`src/rtl/lock_code_sequencer.sv`:
```
// Upstream driver for a serial combination-lock FSM: clears the lock, shifts a code
// word out MSB-first, then watches UNLK and reports PASS/FAIL with a one-cycle DONE.
module lock_code_sequencer #(
  parameter int CODE_W    = 8,
  parameter int RESP_WAIT = 4
) (
  input  logic              CLK,
  input  logic              CLR_L,
  input  logic              START,
  input  logic [CODE_W-1:0] CODE,
  input  logic              UNLK,
  output logic              LOCK_CLR,
  output logic              X,
  output logic              X_VLD,
  output logic              BUSY,
  output logic              DONE,
  output logic              PASS
);

  localparam int CNT_W  = $clog2(CODE_W);
  localparam int WCNT_W = $clog2(RESP_WAIT + 1);
  localparam logic [CNT_W-1:0]  BIT_LAST  = CNT_W'(CODE_W - 1);
  localparam logic [WCNT_W-1:0] WAIT_LAST = WCNT_W'(RESP_WAIT - 1);

  typedef enum logic [2:0] {
    S_IDLE,
    S_CLEAR,
    S_SHIFT,
    S_WAIT,
    S_REPORT
  } state_e;

  state_e              state_q, state_d;
  logic [CODE_W-1:0]   sreg_q, sreg_d;
  logic [CNT_W-1:0]    bcnt_q, bcnt_d;
  logic [WCNT_W-1:0]   wcnt_q, wcnt_d;
  logic                pass_q, pass_d;
  logic                x_q, x_d;
  logic                lock_clr_q, x_vld_q, busy_q, done_q;

  // NOTE: every variable gets its default before the case so no path infers a latch.
  always_comb begin
    state_d = state_q;
    sreg_d  = sreg_q;
    bcnt_d  = bcnt_q;
    wcnt_d  = wcnt_q;
    pass_d  = pass_q;
    x_d     = 1'b0;

    unique case (state_q)
      S_IDLE: begin
        if (START) begin
          sreg_d  = CODE;
          pass_d  = 1'b0;
          bcnt_d  = '0;
          wcnt_d  = '0;
          state_d = S_CLEAR;
        end
      end
      S_CLEAR: begin
        // Outputs are registered, so the first bit is loaded on the way into SHIFT.
        x_d     = sreg_q[CODE_W-1];
        sreg_d  = sreg_q << 1;
        state_d = S_SHIFT;
      end
      S_SHIFT: begin
        sreg_d = sreg_q << 1;
        if (bcnt_q == BIT_LAST) begin
          state_d = S_WAIT;
        end else begin
          bcnt_d = bcnt_q + CNT_W'(1);
          x_d    = sreg_q[CODE_W-1];
        end
      end
      S_WAIT: begin
        if (UNLK) begin
          pass_d  = 1'b1;
          state_d = S_REPORT;
        end else if (wcnt_q == WAIT_LAST) begin
          state_d = S_REPORT;
        end else begin
          wcnt_d = wcnt_q + WCNT_W'(1);
        end
      end
      S_REPORT: state_d = S_IDLE;
      default:  state_d = S_IDLE;
    endcase
  end

  // NOTE: sequential state uses non-blocking assignments so every register samples pre-edge values.
  always_ff @(posedge CLK or negedge CLR_L) begin
    if (!CLR_L) begin
      state_q    <= S_IDLE;
      sreg_q     <= '0;
      bcnt_q     <= '0;
      wcnt_q     <= '0;
      pass_q     <= 1'b0;
      x_q        <= 1'b0;
      lock_clr_q <= 1'b0;
      x_vld_q    <= 1'b0;
      busy_q     <= 1'b0;
      done_q     <= 1'b0;
    end else begin
      state_q    <= state_d;
      sreg_q     <= sreg_d;
      bcnt_q     <= bcnt_d;
      wcnt_q     <= wcnt_d;
      pass_q     <= pass_d;
      x_q        <= x_d;
      lock_clr_q <= (state_d == S_CLEAR);
      x_vld_q    <= (state_d == S_SHIFT);
      busy_q     <= (state_d != S_IDLE);
      done_q     <= (state_d == S_REPORT);
    end
  end

  assign LOCK_CLR = lock_clr_q;
  assign X        = x_q;
  assign X_VLD    = x_vld_q;
  assign BUSY     = busy_q;
  assign DONE     = done_q;
  assign PASS     = pass_q;

endmodule

```
`config.mk`:
```
export PLATFORM = sky130hd
export DESIGN_NAME = lock_code_sequencer
export DESIGN_NICKNAME = d
export VERILOG_FILES = /design/src/rtl/lock_code_sequencer.sv
export SDC_FILE = /design/constraint.sdc
export NUM_CORES = 1
export LEC_CHECK = 0
export BUFFER_PORTS_ARGS = -buffer_cell sky130_fd_sc_hd__buf_2
export CAP_MARGIN = 25
export CORE_ASPECT_RATIO = 1.25
export CORE_MARGIN = 5
export CORE_UTILIZATION = 50
export DETAILED_ROUTE_END_ITERATION = 6
export GPL_TIMING_DRIVEN = 1
export PLACE_DENSITY = 0.72
export SYNTH_ARGS = -nofsm -noshare
export SYNTH_HDL_FRONTEND = slang
export SYNTH_SLANG_ARGS = --single-unit
```
`constraint.sdc`:
```
create_clock -name CLK -period 3.75 [get_ports CLK]
set_input_delay 0.75 -clock CLK [delete_from_list [all_inputs] [get_ports CLK]]
set_output_delay 0.75 -clock CLK [all_outputs]
set_load 0.005 [all_outputs]
```
==> impl_metrics.yaml, run 1 <==
run_status:
  outcome: "completed"
power_and_ir_drop:
  ir_drop_v: 0.000412
  p_comb_share_pct: 45.0
  power_frac_seq_pct: 44.2
  sw_frac_of_total_pct: 38.9
  switching_power_mw: 0.401
  p_clk_share_pct: 10.8
  cellPowerDensity_mw_per_mm2: 825
  p_int_mw: 0.631
  p_leak_nw: 0.573
worst_setup_path:
  max_stage_delay_ns: 0.72
  cp_data_arrival_time_ns: 1.85
  path_class: "reg2reg"
  path_delay_family: "simple AND/OR/NAND/NOR gates"
  worstSetupEndpointType: "register"
  r2r_cells: 3
  critical_path_required_ns: 3.93
  worstSetupStartpointType: "register"
  timing.rr.start: "state_q[2]$_DFF_PN0_"
  crit_path_max_fanout: 24
  crit_start: "state_q[2]$_DFF_PN0_"
  worstSetupPathDepth: 3
  path_cells: "or4b_1 > nand2_1 > o21ai_0"
  path_buf_inv: 0
  cp_slowest_cell: "or4b_1"
logic_synthesis:
  ys_ff_latch: 23
  yosysUniqueCellTypes: 33
  seq_area_frac_synth_pct: 50.6
  ys_warn_count: 0
  ys.flop_type: "dfrtp_1"
  synthCells: 101
  async_flop_share_pct: 100
  netlist_area_mm2: 0.00114
  synth_area_per_cell_um2: 11.3
  synth_edf_count: 0
  syn_nets: 117
cts:
  clockBufferDepth: 2
  clock_latency_ns: 0.30
  cts_tree: "yes"
  cts_setup_buffers: 0
  hold_buffers: 0
  cts.repair.resized: 0
  h-tree-depth: 1
  cts_made_buffers: 3
  cts.clk_slew.worst_paths_ns: 0.12
  cts_root_buf: "clkbuf_4"
  cts_sinks: 23
global_routing:
  grtUsageMet3_pct: 2.83
  grt_pass1_wl_um: 3370
  use_met1_pct: 17.0
  grt_max_degree: 25
  busiest_layer: "met2"
  antenna_found_initial: 0
  globalRouteOverflowTotal: 0
  met2_usage_pct: 20.2
  grt_usage_pct: 13.0
  first_global_vias: 810
route:
  num_vias: 817
  dr.pass1.iters: 4
  drt_wl_total_um: 1960
  drtIter0Drc: 10
  drc: 0
  wl_per_cell_um: 13.3
  vias_per_cell: 5.52
  ant_nets: 0
floorplan:
  dieArea_mm2: 0.00333
  initial_utilization_pct: 52.0
  row_count: 19
  die_h_um: 63.3
  boundaryPins: 18
  core_area_mm2: 0.00219
  die_w_um: 52.7
sta:
  fmax_ghz: 0.598
  setup_violations: 0
  rsz0062_at_grt: "no"
  skew_ns: 0.00849
  min_period_ns: 1.67
  fin_tns_setup_ns: 0
  report.final.slew_viol_count: 0
  final-hold-violation-count: 0
  fin_ws_ns: 2.08
  whs_ns: 0.395
  relSlewSlack_pct: 51.1
  worst_slew_pin_slew_ns: 0.733
  finalCritPeriodShare_pct: 44.6
final_layout:
  antenna_cells: 0
  area_growth_pct: 10.0
  final_core_util_pct: 57.2
  fin_nets: 134
  drive_above_1_share_pct: 23.1
  fillCellCount: 213
placed_design:
  pre_cts_ws_ns: 2.02
  io_buffer_count: 17
  hpwlAfterDp_um: 1390
  place_congestion: 0.731
worst_hold_path:
  worstHoldPathType: "in2async"
job:
  drv_cap: 0
metal layers:
layer	wire (um)	share of wire (%)	vias up
li1	-	-	408
met1	919	47	394
met2	931	47	13
met3	92	4.7	2
met4	17	0.87	0
met5	0	0	-
registers in the layout (all words and copies together) (netlist names):
name,cells
sreg_q,8
bcnt_q,3
state_q,3
wcnt_q,3
BUSY,1
DONE,1
LOCK_CLR,1
PASS,1
X,1
X_VLD,1
logic make-up after synthesis:
kind of cell	count (synthesis)	synth area share (%)
AO/OA/AOI/OAI	32	20.1
flip-flops	23	50.6
XOR/XNOR	2	1.54
AND/OR/NAND/NOR	27	16.3
multiplexers	2	1.76
buffers and inverters	11	5.28
adder cells (fa/ha/maj)	4	4.40
cell type report:
class	instances	area, um2	area share [%]
Sequential cell	23	576	46.0
Multi-Input combinational cell	67	502	40.1
Timing Repair Buffer	17	85.1	6.80
Tap cell	31	38.8	3.10
Clock buffer	4	26.3	2.10
Inverter	6	23.8	1.90
worst register-to-register path, cell delays in order, from the launching register on:
cell and delay, ns:
dfrtp_1 0.66, or4b_1 0.72, nand2_1 0.10, o21ai_0 0.07
path summary, 6_finish.rpt:
| kind | to | slack (ns) |
|---|---|---|
| setup / recovery | bcnt_q[2]$_DFFE_PN0P_ | 2.08 |
| hold reg to reg | wcnt_q[0]$_DFFE_PN0P_ | 0.50 |
| setup reg to reg | bcnt_q[2]$_DFFE_PN0P_ | 2.08 |
| max in group asynchronous | PASS$_DFFE_PN0P_ | 3.01 |
| min in group CLK | wcnt_q[0]$_DFFE_PN0P_ | 0.50 |
| hold / removal | sreg_q[6]$_DFFE_PN0P_ | 0.40 |
cell usage after synthesis (4+ instances only):
cell       number  share of area, %
a2bb2oi_1       7               5.4
inv_1           5               1.7
dfrtp_1        23                51
a2111oi_0       7               5.4
ha_1            4               4.4
nor2_1          4               1.3
nand2_1         5               1.7
o21ai_0        10               4.4
power groups by stage:
stage	sequential (mW)	clock (mW)	combinational, mW
after CTS	0.455	0.116	0.469
after global routing	0.475	0.124	0.535
after floorplan	0.420	0	0.415
after global placement	0.457	0	0.454
after detailed placement	0.460	0	0.468
final	0.456	0.111	0.465
per-stage QoR:
step | instance area, um2 | cells | total power, mW
final | 1250 | 148 | 1.03
after detailed placement | 1220 | 144 | 0.928
after floorplan | 1140 | 101 | 0.836
after CTS | 1250 | 148 | 1.04
after global routing | 1250 | 148 | 1.13
after global placement | 1220 | 144 | 0.911
placed cells by master, fill, tap and decap left out, drive strengths merged:
cell     synthesis  routed
or4b             1       1
a211oi           1       1
a2111oi          7       7
inv              5       5
nor2             4       4
nand2b           2       2
nand2            5       5
mux2i            2       2
ha               4       4
and2             2       2
a2bb2oi          7       7
o2bb2ai          1       1
dfrtp           23      23
nand4bb          1       1
nor3             2       2
nand3            1       1
a21oi            4       4
nor2b            2       2
o21ai           10      10
xnor2            1       1
nor4b            1       1
clkinv           1       1
xor2             1       1
or3b             3       3
nand3b           1       1
and3             2       2
buf              4      17
o22ai            2       2
clkbuf           1       4
Power figures use the tool's default switching activity.
==> run 2, diff against run 1 <==
Clock period 3.75 ns to 1.6 ns, I/O delays scaled along.
==> run 2 against run 1 <==
  * Design area grew 7.2%
  * Worst setup slack worse by 2.0 ns
  * Global-route usage grew 1.4 points
  * Utilization up 4.1 points
  * Die area is the same
  * Total power grew to 2.6 times the previous value
  * Critical endpoint is now X$_DFF_PN0_
  * Largest cell class unchanged
==> impl_metrics.yaml, run 2 (same netlist as run 1, synthesis figures left out) <==
run_status:
  outcome: "completed"
cts:
  cts_sinks: 23
  clockBufferDepth: 2
  h-tree-depth: 1
  clock_latency_ns: 0.30
  cts.clk_slew.worst_paths_ns: 0.12
  cts_tree: "yes"
  cts_root_buf: "clkbuf_4"
  cts_made_buffers: 3
final_layout:
  antenna_cells: 0
  drive_above_1_share_pct: 30.4
  stdcell_count: 156
  fin_nets: 142
  largest_reg_flops: 8
  regMostFlops: "sreg_q"
  fillCellCount: 195
  layout_commonest_cell: "dfrtp_1"
  final_core_util_pct: 61.3
  layout_common_cells: "dfrtp_1 (21), buf_2 (17), o21ai_0 (10), a2bb2oi_1 (7), buf_4 (7)"
  area_growth_pct: 17.9
worst_setup_path:
  cp_slowest_cell: "dfrtp_1"
  rrSetupSlack_ns: 0.1
  path_cells: "ha_2 > ha_4 > or3b_1 > a21oi_2 > and2_1"
  critical_path_required_ns: 1.84
  max_stage_delay_ns: 0.41
  worstSetupEndpointType: "register"
  path_class: "reg2reg"
  crit_path_max_fanout: 3
  cp_data_arrival_time_ns: 1.74
  worstSetupStartpointType: "register"
floorplan:
  die_w_um: 52.7
  boundaryPins: 18
  dieArea_mm2: 0.00333
  initial_utilization_pct: 52.0
  core_area_mm2: 0.00219
  row_count: 19
  die_h_um: 63.3
global_routing:
  grt_max_degree: 24
  grt_usage_pct: 14.4
  grt_pass1_wl_um: 3720
  globalRouteOverflowTotal: 0
  antenna_found_initial: 0
  first_global_vias: 887
job:
  drv_cap: 0
route:
  vias_per_cell: 5.40
  wl_met3_um: 64
  ant_nets: 0
  highest_layer: "met4"
  num_vias: 842
  wl_per_cell_um: 13.5
  drt_wl_total_um: 2100
  met2_length_um: 1050
  met1_length_um: 963
  drc: 0
  drtIter0Drc: 18
  dr.pass1.iters: 4
sta:
  fmax_ghz: 0.666
  setup_violations: 0
  skew_ns: 0.00479
  relSlewSlack_pct: 66.1
  fin_tns_setup_ns: 0
  final-hold-violation-count: 0
  rsz0062_at_grt: "yes"
  worst_slew_pin_slew_ns: 0.506
  fin_ws_ns: 0.0996
  report.final.slew_viol_count: 0
  finalCritPeriodShare_pct: 93.8
  min_period_ns: 1.50
worst_hold_path:
  worstHoldPathType: "in2reg"
placed_design:
  post-place-cells: 150
  place_congestion: 0.748
  io_buffer_count: 17
  hpwlAfterDp_um: 1540
  pre_cts_ws_ns: -0.0466
power_and_ir_drop:
  cellPowerDensity_mw_per_mm2: 1980
  p_leak_nw: 0.613
  ir_drop_v: 0.00116
run 2: what timing repair did:
| item | CTS | global route |
|---|---|---|
| pin swaps | 0 | 2 |
| resized for setup | 1 | 6 |
| hold buffers | 1 | 0 |
| endpoints found under the hold margin | 23 | 0 |
| gates cloned | 0 | 0 |
| endpoints found under the setup margin | 3 | 8 |
| setup buffers | 0 | 1 |
run 2: final timing paths:
path	depth (start not counted)	end	startpoint
worst max-delay path	5	X$_DFF_PN0_	bcnt_q[1]$_DFFE_PN0P_
worst min-delay path	2	sreg_q[0]$_DFFE_PN0P_	CODE[0]
worst max register to register	5	X$_DFF_PN0_	bcnt_q[1]$_DFFE_PN0P_
worst min register to register	1	X$_DFF_PN0_	sreg_q[7]$_DFFE_PN0P_
max in group asynchronous	2	state_q[0]$_DFF_PN0_	CLR_L
min in group asynchronous	2	sreg_q[6]$_DFFE_PN0P_	CLR_L
run 2: stage by stage:
step	power [mW]	instance area, um2	hold slack (ns)
floorplan	1.96	1140	0.0244
global placement	2.26	1270	0.315
detailed placement	2.33	1270	0.322
CTS	2.62	1320	0.213
global route	2.90	1340	0.204
finish	2.66	1340	0.220
run 2: area by class of cell:
| type | instances | area [um2] | share of cell area, % |
|---|---|---|---|
| sequential | 23 | 578 | 43.1 |
| timing repair buffer | 25 | 148 | 11.0 |
| tap | 31 | 38.8 | 2.89 |
| multi-input combinational | 67 | 527 | 39.3 |
| inverter | 6 | 23.8 | 1.77 |
| clock buffer | 4 | 26.3 | 1.96 |
run 2: critical path: cells and delay by family (launching register included):
kind / cells / cell delay (ns)
AOI/OAI and AO/OA: 1 / 0.16
DFF: 1 / 0.41
adders and majority gates: 2 / 0.38
and+or+nand+nor: 2 / 0.49
run 2: power by group:
part           total [mW]  switching [mW]  internal [mW]
registers            1.04           0.193          0.844
clock network       0.254           0.157         0.0971
logic                1.37           0.648          0.719
total                2.66           0.999           1.66
run 2: per-layer routing:
| layer | GRT usage (%) | vias up |
|---|---|---|
| met5 | 0 | - |
| met4 | 6.71 | 0 |
| met3 | 2.12 | 2 |
| met2 | 24.4 | 13 |
| met1 | 17.5 | 402 |
| li1 | - | 425 |
==> run 3, diff against run 2 <==
Settings changed: CORE_ASPECT_RATIO 1.25 to 0.9.
==> run 3 against run 2 <==
  * Global-route usage shrank 0.80 points
  * Register-to-register slack lost 0.02 ns
  * Sequential share of layout area grew 0.49 points
  * Count of clock-buffer cells in the layout is the same
  * Flip-flop and latch count is the same
  * Combinational power shrank 4%
  * First-iteration DRC count shrank 39%
  * Via count grew 0.95%
==> impl_metrics.yaml, run 3 (same netlist as run 1, synthesis figures left out) <==
run_status:
  outcome: "completed"
cts:
  cts_made_buffers: 3
  clockBufferDepth: 2
  cts_sinks: 23
  clock_latency_ns: 0.30
  cts.clk_slew.worst_paths_ns: 0.11
  cts_root_buf: "clkbuf_4"
  cts_tree: "yes"
  h-tree-depth: 1
floorplan:
  initial_utilization_pct: 52.1
  die_w_um: 60.3
  boundaryPins: 18
  die_h_um: 55.2
  core_area_mm2: 0.00218
  dieArea_mm2: 0.00333
  row_count: 16
worst_hold_path:
  worstHoldPathType: "in2reg"
worst_setup_path:
  cp_data_arrival_time_ns: 1.69
  path_delay_family: "compound AO/OA/AOI/OAI gates"
  worstSetupEndpointType: "register"
  worstSetupStartpointType: "register"
  cp_slowest_cell: "dfrtp_2"
  critical_path_required_ns: 1.77
  max_stage_delay_ns: 0.51
  crit_path_max_fanout: 11
  path_cells: "xor2_1 > a2111oi_0 > a2bb2oi_1"
  path_buf_inv: 0
  path_class: "reg2reg"
global_routing:
  globalRouteOverflowTotal: 0
  antenna_found_initial: 0
  first_global_vias: 773
  grt_pass1_wl_um: 3490
  grt_max_degree: 24
  grt_usage_pct: 13.6
route:
  num_vias: 850
  wl_per_cell_um: 14.0
  drtIter0Drc: 11
  drt_wl_total_um: 2130
  drc: 0
  vias_per_cell: 5.59
  ant_nets: 0
  dr.pass1.iters: 4
power_and_ir_drop:
  ir_drop_v: 0.00121
  p_leak_nw: 0.615
  finalPower_mw: 2.62
  cellPowerDensity_mw_per_mm2: 1970
final_layout:
  drive_above_1_share_pct: 30.4
  largest_reg_flops: 8
  fillCellCount: 181
  final_core_util_pct: 60.8
  finalInstanceArea_mm2: 0.00133
  stdcell_count: 152
  layout_common_cells: "dfrtp_1 (21), buf_2 (17), o21ai_0 (10), a2bb2oi_1 (7), buf_4 (7)"
  layout_commonest_cell: "dfrtp_1"
  area_growth_pct: 16.6
  fin_nets: 142
  antenna_cells: 0
  regMostFlops: "sreg_q"
sta:
  worst_slew_pin_slew_ns: 0.502
  final-hold-violation-count: 0
  fmax_ghz: 0.660
  rsz0062_at_grt: "no"
  setup_violations: 0
  finalCritPeriodShare_pct: 94.7
  fin_ws_ns: 0.0846
  relSlewSlack_pct: 66.5
  report.final.slew_viol_count: 0
  min_period_ns: 1.52
  whs_ns: 0.225
  skew_ns: 0.00227
  fin_tns_setup_ns: 0
placed_design:
  post_dp_cell_area_mm2: 0.00126
  hpwlAfterDp_um: 1500
  post-place-cells: 146
  place_congestion: 0.740
  io_buffer_count: 17
  pre_cts_ws_ns: 0.0178
job:
  drv_cap: 0
-- run 3: changes by cell type in the layout (fill, tap and decap cells not counted) --
cell | before | now
a2111oi_0 | 6 | 5
a2111oi_1 | 1 | 2
and2_2 | 0 | 1
ha_4 | 1 | 0
and2_1 | 2 | 1
ha_1 | 2 | 3
-- run 3: report_power, final --
part	switching (mW)	internal, mW
clock network	0.158	0.0971
registers	0.193	0.844
logic	0.640	0.685
total	0.991	1.63
-- run 3: metal layers --
metal	GRT usage (%)	part of all wire (%)	vias to the layer above
li1	-	-	424
met5	0	0	-
met3	4.90	5.6	2
met4	3.80	0.71	0
met1	19.8	47	408
met2	19.0	46	16
-- run 3: timing repair --
action,CTS,global route
hold buffers,1,0
endpoints found under the setup margin,1,8
gates resized for setup,1,6
pin swaps,0,1
setup buffers,0,1
endpoints found under the hold margin,23,0
-- run 3: worst register-to-register path, delay by kind of cell, from the launching register on --
kind / cells / cell delay [ns]
xor+xnor: 1 / 0.26
flops: 1 / 0.51
compound gates: 2 / 0.62
-- run 3: cell type report --
type / count / area (um2) / share of cell area, %
Sequential cell: 23 / 578 / 43.6
Multi-Input combinational cell: 67 / 517 / 39.0
Timing Repair Buffer: 25 / 148 / 11.1
Tap cell: 27 / 33.8 / 2.55
Clock buffer: 4 / 26.3 / 1.98
Inverter: 6 / 23.8 / 1.79
-- run 3: path summary, 6_finish.rpt --
path | from | to | slack, ns | cells after the start
min | CODE[0] | sreg_q[0]$_DFFE_PN0P_ | 0.22 | 2
max in group asynchronous | CLR_L | state_q[0]$_DFF_PN0_ | 0.73 | 2
max reg2reg | state_q[0]$_DFF_PN0_ | sreg_q[3]$_DFFE_PN0P_ | 0.08 | 3
min reg2reg | wcnt_q[0]$_DFFE_PN0P_ | wcnt_q[0]$_DFFE_PN0P_ | 0.50 | 1
min in group asynchronous | CLR_L | wcnt_q[1]$_DFFE_PN0P_ | 0.50 | 2
max | state_q[0]$_DFF_PN0_ | sreg_q[3]$_DFFE_PN0P_ | 0.08 | 3
